==> src/rtl/pipe_elastic.sv <==
// Elastic pipeline register: a chain of STAGES two-entry skid slices with
// valid/ready handshaking and a synchronous flush. Each slice's upstream ready
// depends only on its own skid flop, so ready never ripples combinationally
// across the chain.
module pipe_elastic #(
    parameter int WIDTH  = 32,
    parameter int STAGES = 2,
    parameter int CW     = $clog2(2*STAGES+1)
) (
    input  logic             Clock,
    input  logic             nReset,
    input  logic             Flush,
    input  logic             InValid,
    output logic             InReady,
    input  logic [WIDTH-1:0] InData,
    output logic             OutValid,
    input  logic             OutReady,
    output logic [WIDTH-1:0] OutData,
    output logic [CW-1:0]    Occupancy
);

    localparam int LAST = STAGES - 1;

    logic [STAGES-1:0] mv_q, mv_d;
    logic [STAGES-1:0] sv_q, sv_d;
    logic [WIDTH-1:0]  md_q [STAGES];
    logic [WIDTH-1:0]  md_d [STAGES];
    logic [WIDTH-1:0]  sd_q [STAGES];
    logic [WIDTH-1:0]  sd_d [STAGES];
    logic [CW-1:0]     occ_q, occ_d;

    logic [STAGES-1:0] up_valid;
    logic [STAGES-1:0] ds_ready;
    logic [STAGES-1:0] acc;
    logic [STAGES-1:0] take;
    logic [WIDTH-1:0]  up_data [STAGES];

    // Slice interconnect: each slice feeds from its predecessor's main register
    // and sees its successor's skid-empty flag as downstream ready.
    for (genvar i = 0; i < STAGES; i++) begin : g_link
        if (i == 0) begin : g_head
            assign up_valid[i] = InValid;
            assign up_data[i]  = InData;
        end else begin : g_body
            assign up_valid[i] = mv_q[i-1];
            assign up_data[i]  = md_q[i-1];
        end
        if (i == LAST) begin : g_tail
            assign ds_ready[i] = OutReady;
        end else begin : g_mid
            assign ds_ready[i] = ~sv_q[i+1];
        end
        assign acc[i]  = up_valid[i] & ~sv_q[i];
        assign take[i] = mv_q[i] & ds_ready[i];
    end

    // Next-state for every slice's main/skid registers; flush clears valids only.
    always_comb begin
        mv_d = mv_q;
        sv_d = sv_q;
        for (int i = 0; i < STAGES; i++) begin
            md_d[i] = md_q[i];
            sd_d[i] = sd_q[i];
        end
        for (int i = 0; i < STAGES; i++) begin
            if (Flush) begin
                mv_d[i] = 1'b0;
                sv_d[i] = 1'b0;
            end else if (take[i]) begin
                if (sv_q[i]) begin
                    md_d[i] = sd_q[i];
                    if (acc[i]) begin
                        sd_d[i] = up_data[i];
                    end else begin
                        sv_d[i] = 1'b0;
                    end
                end else begin
                    if (acc[i]) begin
                        md_d[i] = up_data[i];
                    end else begin
                        mv_d[i] = 1'b0;
                    end
                end
            end else if (acc[i]) begin
                if (!mv_q[i]) begin
                    md_d[i] = up_data[i];
                    mv_d[i] = 1'b1;
                end else begin
                    sd_d[i] = up_data[i];
                    sv_d[i] = 1'b1;
                end
            end
        end
    end

    // Occupancy tracked as a counter so the output comes straight from a flop.
    always_comb begin
        occ_d = occ_q;
        if (Flush) begin
            occ_d = '0;
        end else begin
            occ_d = occ_q + CW'(acc[0]) - CW'(take[LAST]);
        end
    end

    // State registers; reset empties the chain and zeroes the payload.
    always_ff @(posedge Clock or negedge nReset) begin
        if (!nReset) begin
            mv_q  <= '0;
            sv_q  <= '0;
            occ_q <= '0;
            for (int i = 0; i < STAGES; i++) begin
                md_q[i] <= '0;
                sd_q[i] <= '0;
            end
        end else begin
            mv_q  <= mv_d;
            sv_q  <= sv_d;
            occ_q <= occ_d;
            for (int i = 0; i < STAGES; i++) begin
                md_q[i] <= md_d[i];
                sd_q[i] <= sd_d[i];
            end
        end
    end

    assign InReady   = ~sv_q[0];
    assign OutValid  = mv_q[LAST];
    assign OutData   = md_q[LAST];
    assign Occupancy = occ_q;

endmodule

==> config.mk <==
export PLATFORM = sky130hd
export DESIGN_NAME = pipe_elastic
export DESIGN_NICKNAME = d
export VERILOG_FILES = /design/src/rtl/pipe_elastic.sv
export SDC_FILE = /design/constraint.sdc
export NUM_CORES = 1
export LEC_CHECK = 0
export BUFFER_PORTS_ARGS = -buffer_cell sky130_fd_sc_hd__buf_4
export CORE_ASPECT_RATIO = 1.4
export CORE_MARGIN = 10
export CORE_UTILIZATION = 40
export CTS_CLUSTER_DIAMETER = 60
export DETAILED_ROUTE_END_ITERATION = 8
export PLACE_DENSITY = 0.65
export SLEW_MARGIN = 20
export SYNTH_ARGS = -nofsm -noshare
export SYNTH_HDL_FRONTEND = slang
export SYNTH_SLANG_ARGS = --single-unit
==> constraint.sdc <==
create_clock -name Clock -period 3.06 [get_ports Clock]
set_clock_uncertainty 0.15 [all_clocks]
set_input_delay 0.306 -clock Clock [delete_from_list [all_inputs] [get_ports Clock]]
set_output_delay 0.306 -clock Clock [all_outputs]
set_load 0.005 [all_outputs]
==> run metrics, run 1 <==
status complete, no violations; initial antenna violation count 0; met3 WL around 470 µm; Avg WL per Cell ~17 µm; via count approximately 3400; RSZ-0062 raised after global routing false; Die Span Y approximately 170 µm; Final ANT Viol Nets 0; cell count after synthesis 413; DR top layer met4; ANT cells 0; Synth Area per Inst about 15 µm²; CTS tree done; design area around 7700 µm²; Post-Route Setup TNS 0 ns; most common library cell in the layout ignoring fill and taps mux2_2; syn nets approximately 450; Root Driver clkbuf_16; M1 wire length 5020 µm; crit start category flop; worst vdd rail ir drop about 0.45 mV; static leakage around 3.5 nW; #FFs+latches synth roughly 140; CTS max path bufs 2; cell taking the most area after synthesis dfrtp_1; die footprint about 21000 µm²; clock period minus worst slack 2.24 ns; final worst path period share between 70 and 80%; gr usage total between 10% and 20%; number of global-route vias before repair roughly 3900; placement row count 54; Post-DP HPWL 7750 µm; Num Clock Sinks around 140; Hold Path Class input port to flop; nets between 500 and 600; htree depth 4; first-pass GRT wire length about 20000 µm; worst-path fanout max 32; Initial DRC Count 170; area share of the largest cell type after synthesis 53.6%; largest net degree at the start of global routing 72; CORE AREA around 16000 µm²; starting density of the core between 40% and 50%; synth top area cells dfrtp_1, mux2_2, buf_4; Die X ~130 µm; f_max approximately 0.45 GHz; GRT Residual Overflow 0; setup repair bufs after CTS 0; Post-Synthesis Cell Area 6300 µm²; critical path class flop to flop; Worst EP required 3.20 ns; final slew viol count 0; Ports 74; CTS buffer count 17; IO Port Bufs 73; number of distinct library cells after synthesis 29; Post-route DRC 0; final WL around 12000 µm; Yosys warnings 0; Final Hold Slack 0.0496 ns; clock transition at the registers of the reported paths around 0.060 ns; arrival time worst endpoint around 2.4 ns; Met2 Wirelength about 6400 µm; maxcap violations 0; most frequent cells in the layout mux2_2, dfrtp_1, buf_4; Clock Latency Late Sink between 0.4 and 0.5 ns; drt first pass iters 4; vias per cell between 4 and 5; Slew Limit Headroom a little under three fifths; Setup crit end kind flop; Filler Cells Inserted approximately 1400; area delta synth->final 22.8%; final setup violation count 0; layout cells sized above 1 approximately 60%; Hold Vio Cnt, Final 0; Seq/Total Area, Yosys around 54%; DP Area 6730 µm²; GPL Wtd Cong 0.730; Power Density between 700 and 800 nW/µm²; Worst-Margin Slew ~0.66 ns
[path summary, 6_finish.rpt]
path	from	endpoint	slack, ns	cells after the start
worst max-delay path	sv_q[1]$_DFFE_PN0P_	OutData[17]$_DFFE_PN0P_	0.82	4
worst min-delay path	Flush	mv_q[0]$_DFFE_PN0P_	0.05	2
worst max register to register	sv_q[1]$_DFFE_PN0P_	OutData[17]$_DFFE_PN0P_	0.82	4
worst min register to register	sd_q[20]$_DFFE_PN0P_	sd_q[20]$_DFFE_PN0P_	0.34	1
max in group asynchronous	nReset	sd_q[51]$_DFFE_PN0P_	1.63	3
min in group asynchronous	nReset	OutData[12]$_DFFE_PN0P_	0.32	2
[Yosys cell counts (all sizes together)]
library cell,n
a211oi,1
a21oi,5
a221oi,2
buf,50
clkbuf,3
dfrtp,135
fa,1
ha,1
inv,4
mux2,192
nand2,4
nand2b,2
nand3,1
nand3b,1
nor2,2
nor2b,1
nor3,2
nor4b,1
o21ai,2
xnor2,1
xor2,2
[power by group]
group	internal, mW	switching [mW]	leakage, nW
clock network	1.51	0.745	0.322
logic	0.678	0.320	1.51
registers	2.18	0.232	1.70
total	4.37	1.30	3.53
[cells by family after synthesis]
logic type | synth area share [%]
AO/OA/AOI/OAI | 1.51
XOR/XNOR | 0.417
adder cells (fa/ha/maj) | 0.516
buffers and inverters | 7.21
flip-flops | 53.6
multiplexers | 34.7
AND/OR/NAND/NOR | 2.03
[metrics by stage]
step	util, %	instances	worst slack (ns)	power (mW)
6_report	49.8	702	0.815	5.67
5_1_grt	49.8	702	0.741	5.96
4_1_cts	49.8	702	0.788	5.77
3_5_place_dp	43.3	636	0.830	3.44
3_3_place_gp	43.3	636	0.870	3.39
2_1_floorplan	-	413	1.19	3.16
[state kept, by name, summed over array words and instances, names as in the netlist]
| signal | flops |
|---|---|
| md_q | 32 |
| sv_q | 2 |
| mv_q | 2 |
| OutData | 32 |
| Occupancy | 3 |
| sd_q | 64 |
[per-layer routing]
layer,global-route usage (%),vias to the layer above
li1,-,1597
met1,13.1,1759
met2,20.4,59
met3,3.34,19
met4,5.26,0
met5,0,-
[timing repair]
item / 4_1_cts / 5_1_grt
hold endpoints to repair: 101 / 0
resized for setup: 0 / 0
hold buffers: 34 / 0
[final cells by class]
cell class                 count  area (µm²)  area share (%)
clock buffer                  20         467            6.03
clock inverter                12         198            2.56
inverter                       4        15.0           0.194
multi-input combinational    221        2480            32.0
sequential                   135        3380            43.7
tap                          196         245            3.17
timing repair buffer         114         957            12.4
[critical path: stages (launching register included)]
cell	delay, ns
dfrtp_1	0.53
nand2b_4	0.25
a221oi_4	0.26
buf_4	0.51
mux2_2	0.40
(Power assumes the default switching activity.)
==> run 2: changes to the inputs <==
--- a/config.mk
+++ b/config.mk
@@ -5,6 +5,7 @@
 export SDC_FILE = /design/constraint.sdc
 export NUM_CORES = 1
 export LEC_CHECK = 0
+export ABC_AREA = 1
 export BUFFER_PORTS_ARGS = -buffer_cell sky130_fd_sc_hd__buf_4
 export CORE_ASPECT_RATIO = 1.4
 export CORE_MARGIN = 10
==> constraint.sdc (replaced) <==
create_clock -name Clock -period 2.09 [get_ports Clock]
set_clock_uncertainty 0.15 [all_clocks]
set_input_delay 0.209 -clock Clock [delete_from_list [all_inputs] [get_ports Clock]]
set_output_delay 0.209 -clock Clock [all_outputs]
set_load 0.005 [all_outputs]
==> run metrics, run 2 <==
Root Driver clkbuf_16; Post-Synthesis Cell Area 6570 µm² (+4.2%); gr usage total 14.4% (+2.6 points); f_max 0.553 GHz (+24%); multiplexer share of the synthesized area 0% (-35 points); Final Hold Slack 0.0235 ns (-0.0261 ns); final core utilization 49.4% (-0.39 points); Power Density 896 nW/µm² (+22%); nets 944 (+77%); synth top area cells dfrtp_1, nand2_1, inv_1; area share of the largest cell type after synthesis 51.5% (-2.1 points); final WL 15100 µm (+24%); CTS buffer count 17 (unchanged); GRT Residual Overflow 0 (unchanged); most common library cell in the layout ignoring fill and taps nand2_1; final worst path period share 86.6% (+13 points); area delta synth->final 21.7%; post_cts resized 0 (unchanged); RSZ-0062 raised after global routing false; arrival time worst endpoint 2.00 ns (-0.38 ns); maxcap violations 0 (unchanged); Post-synth EDFFs 0 (unchanged); main combinational cell family by area after synthesis simple AND/OR/NAND/NOR gates; Ports 74 (unchanged); Clock Latency Late Sink 0.41 ns (about the same); #FFs+latches synth 135 (unchanged); final slew viol count 0 (unchanged); pre-CTS WS 0.294 ns (-0.536 ns); async set-reset flop share out of synthesis 100% (unchanged); Hold Path Class input port to flop; most frequent cell after synthesis nand2_1; crit start category flop; most frequent cells in the layout nand2_1, dfrtp_1, buf_4; Post-Route Setup TNS 0 ns (unchanged); vias per cell 4.61 (-5.7%); setup repair bufs after CTS 0 (unchanged); Most used DFF post-synth dfrtp_1; total power 7.15 mW (+26%); slack of the critical path 0.281 ns (-0.534 ns); Avg WL per Cell 13.5 µm (-22%); Synth Area in Simple Gates 29.9% (+28 points); post-synthesis adder-cell area fraction 0.496% (-0.021 points); Final ANT Viol Nets 0 (unchanged); Worst EP required 2.28 ns (-0.92 ns); Yosys warnings 0 (unchanged); Num Clock Sinks 135 (unchanged); Synth Area per Inst 7.75 µm² (-49%); hold-fix buffers at CTS 34 (unchanged); max reg flops 64 (unchanged); Hold Vio Cnt, Final 0 (unchanged); top cells by count, synth nand2_1, dfrtp_1, inv_1, o21ai_0, buf_4; first-pass GRT wire length 25900 µm (+29%); Worst-Margin Slew 0.683 ns (+0.0227 ns); CORE AREA 16200 µm² (+4.1%); starting density of the core 40.6% (about the same); die footprint 22000 µm² (+3.6%); largest net degree at the start of global routing 65 (-9.7%); Initial DRC Count 313 (+84%); Slew Limit Headroom 54.3% (-1.7 points); htree depth 4 (unchanged); drt first pass iters 5 (+1); syn nets 886 (+96%); via count 5160 (+50%); IO Port Bufs 73 (unchanged); Seq/Total Area, Yosys 51.5% (-2.1 points); clock period minus worst slack 1.81 ns (-0.436 ns); status complete, no violations; critical path class flop to flop; Setup crit end kind flop; Die Span Y 172 µm (+1.8%); placement row count 55 (+1.9%); layout cells sized above 1 14.3% (-46 points); worst-path fanout max 5 (-84%); xor/xnor share of the synthesized area 0.267% (-0.15 points); final setup violation count 0 (unchanged); worst vdd rail ir drop 0.505 mV (+13%); initial antenna violation count 2 (+2); post-synthesis compound-gate area fraction 5.55% (+4.0 points); Die X 128 µm (+1.7%); number of global-route vias before repair 4999 (+29%); cell taking the most area after synthesis dfrtp_1; Biggest register sd_q; CTS tree done; number of distinct library cells after synthesis 28 (-3.4%); GPL Wtd Cong 0.772 (+5.8%); Post-route DRC 0 (unchanged); cell count after synthesis 847 (+110%); Post-DP HPWL 9720 µm (+26%); clock transition at the registers of the reported paths 0.06 ns (about the same); CTS max path bufs 2 (unchanged); static leakage 4.28 nW (+21%)
==> run 2: layout make-up <==
type	instances	area, µm²
sequential	135	3380
antenna	2	5.00
fill	1513	8180
clock buffer	19	453
inverter	77	289
timing repair buffer	120	1080
multi-input combinational	554	2380
clock inverter	13	154
tap	199	249
==> run 2: metrics by stage <==
step / cell area [µm²] / instances
after global placement: 7040 / 1051
after floorplan: 6570 / 847
after detailed placement: 7040 / 1051
after global routing: 7990 / 1119
after CTS: 7980 / 1117
final: 7990 / 1119
==> run 2: power by group <==
group,switching [mW],leakage (nW),internal [mW]
Combinational,0.492,2.21,0.494
Sequential,0.206,1.78,2.93
Clock,1.10,0.291,1.93
==> run 2: metal layers <==
layer  track usage (%)  routed length (µm)  up-vias
li1                  -                   -     2716
met2              23.4                7320      110
met4              4.32                 182        0
met1              18.7                6800     2318
met3              3.23                 765       16
met5                 0                   0        -
==> run 2: cell families (layout without fill, tap and decap cells) <==
group / Yosys count / after routing
AO/OA/AOI/OAI: 70 / 70
AND/OR/NAND/NOR: 480 / 480
adder cells (fa/ha/maj): 2 / 2
flip-flops: 135 / 135
buffers and inverters: 158 / 229
XOR/XNOR: 2 / 2
other: 0 / 2
==> run 2: path summary, 6_finish.rpt <==
path	from	to	slack, ns	depth (start not counted)
max	sv_q[0]$_DFFE_PN0P_	Occupancy[2]$_DFF_PN0_	0.28	9
min	InValid	mv_q[0]$_DFFE_PN0P_	0.02	3
max reg2reg	sv_q[0]$_DFFE_PN0P_	Occupancy[2]$_DFF_PN0_	0.28	9
min reg2reg	sd_q[55]$_DFFE_PN0P_	sd_q[55]$_DFFE_PN0P_	0.32	2
max in group asynchronous	nReset	md_q[45]$_DFFE_PN0P_	1.08	3
min in group asynchronous	nReset	Occupancy[2]$_DFF_PN0_	0.10	2
==> run 2: worst max-delay path, stage by stage, from the launching register on <==
cell	delay [ns]
dfrtp_1	0.42
inv_2	0.08
nand2_2	0.12
xor2_1	0.17
ha_1	0.16
inv_1	0.05
fa_1	0.37
nand2_1	0.08
nand2_1	0.05
nor2_1	0.09
==> run 3: changes to the inputs <==
--- a/config.mk
+++ b/config.mk
@@ -7,12 +7,13 @@
 export LEC_CHECK = 0
 export ABC_AREA = 1
 export BUFFER_PORTS_ARGS = -buffer_cell sky130_fd_sc_hd__buf_4
+export CAP_MARGIN = 10
 export CORE_ASPECT_RATIO = 1.4
 export CORE_MARGIN = 10
 export CORE_UTILIZATION = 40
 export CTS_CLUSTER_DIAMETER = 60
 export DETAILED_ROUTE_END_ITERATION = 8
-export PLACE_DENSITY = 0.65
+export PLACE_DENSITY_LB_ADDON = 0.15
 export SLEW_MARGIN = 20
 export SYNTH_ARGS = -nofsm -noshare
 export SYNTH_HDL_FRONTEND = slang
==> run metrics, run 3 (synthesis results as in run 2) <==
status complete, no violations; DP Area 7020 µm² (-0.18%); pre-CTS WS 0.274 ns (-0.0192 ns); initial antenna violation count 0 (-2); gr usage total 15.0% (+0.58 points); Biggest register sd_q; GRT Residual Overflow 0 (unchanged); Filler Cells Inserted 1625 (+7.4%); slack of the critical path 0.317 ns (+0.0358 ns); Worst R2R Start sv_q[0]$_DFFE_PN0P_; Slew Limit Headroom 55.3% (+0.99 points); largest net degree at the start of global routing 66 (+1.5%); first-pass GRT wire length 27000 µm (+4.2%); RSZ-0062 raised after global routing false; critical path class flop to flop; Worst-Margin Slew 0.669 ns (-0.0147 ns); Final Hold Slack 0.0299 ns (+0.00648 ns); static leakage 4.28 nW (about the same); Post-Route Setup TNS 0 ns (unchanged); Power Density 903 nW/µm² (+0.80%); r2r setup slk 0.32 ns (+0.04 ns); Die X 128 µm (unchanged); maxcap violations 0 (unchanged); Initial DRC Count 462 (+48%); area delta synth->final 21.4%; die footprint 22000 µm² (unchanged); final worst path period share 84.8% (-1.7 points); Final ANT Viol Nets 0 (unchanged); final setup violation count 0 (unchanged); Ports 74 (unchanged); final WL 15500 µm (+3.2%); number of global-route vias before repair 5227 (+4.6%); clock period minus worst slack 1.77 ns (-0.0358 ns); f_max 0.564 GHz (+2.0%); Post-route DRC 0 (unchanged); Hold Vio Cnt, Final 0 (unchanged); htree depth 4 (unchanged); arrival time worst endpoint 1.97 ns (-0.03 ns); worst-path fanout max 5 (unchanged); Post-DP HPWL 9590 µm (-1.4%); vias per cell 4.60 (-0.21%); CTS tree done; Reg2Reg Depth 9 (unchanged); drt first pass iters 5 (unchanged); placement row count 55 (unchanged); Die Span Y 172 µm (unchanged); ANT cells 0 (-2); clock transition at the registers of the reported paths 0.06 ns (about the same); final slew viol count 0 (unchanged); CTS buffer count 17 (unchanged); area occupied by multi-input gates 2380 µm² (unchanged); Root Driver clkbuf_16; end of the critical path Occupancy[2]$_DFF_PN0_; worst vdd rail ir drop 0.406 mV (-20%); CTS max path bufs 2 (unchanged); crit start category flop; Clock Latency Late Sink 0.41 ns (about the same); register area 3380 µm² (unchanged); via count 5140 (-0.39%); max reg flops 64 (unchanged); CP startpoint sv_q[0]$_DFFE_PN0P_; most frequent cells in the layout nand2_1, dfrtp_1, buf_4; Worst EP required 2.29 ns (about the same); design area 7970 µm² (-0.20%); starting density of the core 40.6% (unchanged); Num Clock Sinks 135 (unchanged); most common library cell in the layout ignoring fill and taps nand2_1; GPL Wtd Cong 0.744 (-3.6%); total power 7.20 mW (+0.59%); RR Endpoint Occupancy[2]$_DFF_PN0_; Setup crit end kind flop; IO Port Bufs 73 (unchanged); nets 944 (unchanged); Avg WL per Cell 13.9 µm (+3.4%); CORE AREA 16200 µm² (unchanged); layout cells sized above 1 14.2% (-0.11 points); post_cts resized 0 (unchanged); Hold Path Class input port to flop
run 3: changes by cell type in the layout (fill, tap and decap cells not counted), sizes merged:
cell	delta
clkinvlp	-2
diode	-2
clkbuf	+1
clkinv	+1
run 3: power by group:
group          leakage, nW  total (mW)  internal, mW  switching, mW
combinational         2.20       0.985         0.493          0.492
sequential            1.78        3.14          2.93          0.209
clock                0.296        3.07          1.94           1.13
total                 4.28        7.20          5.36           1.83
run 3: worst min path at each step:
stage / startpoint / endpoint / slack, ns / cells past startpoint
floorplan: nReset / Occupancy[0]$_DFF_PN0_ / -0.24 / 0
global placement: nReset / OutData[27]$_DFFE_PN0P_ / 0.008 / 1
detailed placement: nReset / OutData[28]$_DFFE_PN0P_ / 0.006 / 1
CTS: InValid / mv_q[0]$_DFFE_PN0P_ / 0.01 / 3
global route: InValid / mv_q[0]$_DFFE_PN0P_ / 0.02 / 3
finish: InValid / mv_q[0]$_DFFE_PN0P_ / 0.03 / 3
run 3: final cells by class:
type | count | area share (%)
Clock buffer | 20 | 5.73
Clock inverter | 12 | 1.90
Multi-Input combinational cell | 554 | 29.9
Tap cell | 199 | 3.12
Timing Repair Buffer | 120 | 13.4
Sequential cell | 135 | 42.4
Inverter | 77 | 3.63
run 3: what timing repair did:
action	CTS	global route
buffers inserted	0	0
endpoints found under the hold margin	201	0
hold buffers	34	0
setup endpoints to repair	0	0
run 3: critical path, cell delays in order, from the launching register on:
cell and delay, ns:
dfrtp_1 0.41, inv_2 0.08, nand2_2 0.13, xor2_1 0.17, ha_1 0.16, inv_1 0.04, fa_1 0.37, nand2_1 0.08
nand2_1 0.04, nor2_1 0.08
run 3: per-layer routing:
layer,up-vias,wire [µm],track usage (%)
met5,-,0,0
met4,0,174,4.27
met2,101,6960,22.6
met3,11,601,3.54
li1,2707,-,-
met1,2321,7810,20.9
run 3: metrics by stage:
| step | util (%) | cells |
|---|---|---|
| 2_1_floorplan | - | 847 |
| 3_3_place_gp | 43.4 | 1051 |
| 3_5_place_dp | 43.4 | 1051 |
| 4_1_cts | 49.3 | 1117 |
| 5_1_grt | 49.3 | 1117 |
| 6_report | 49.3 | 1117 |
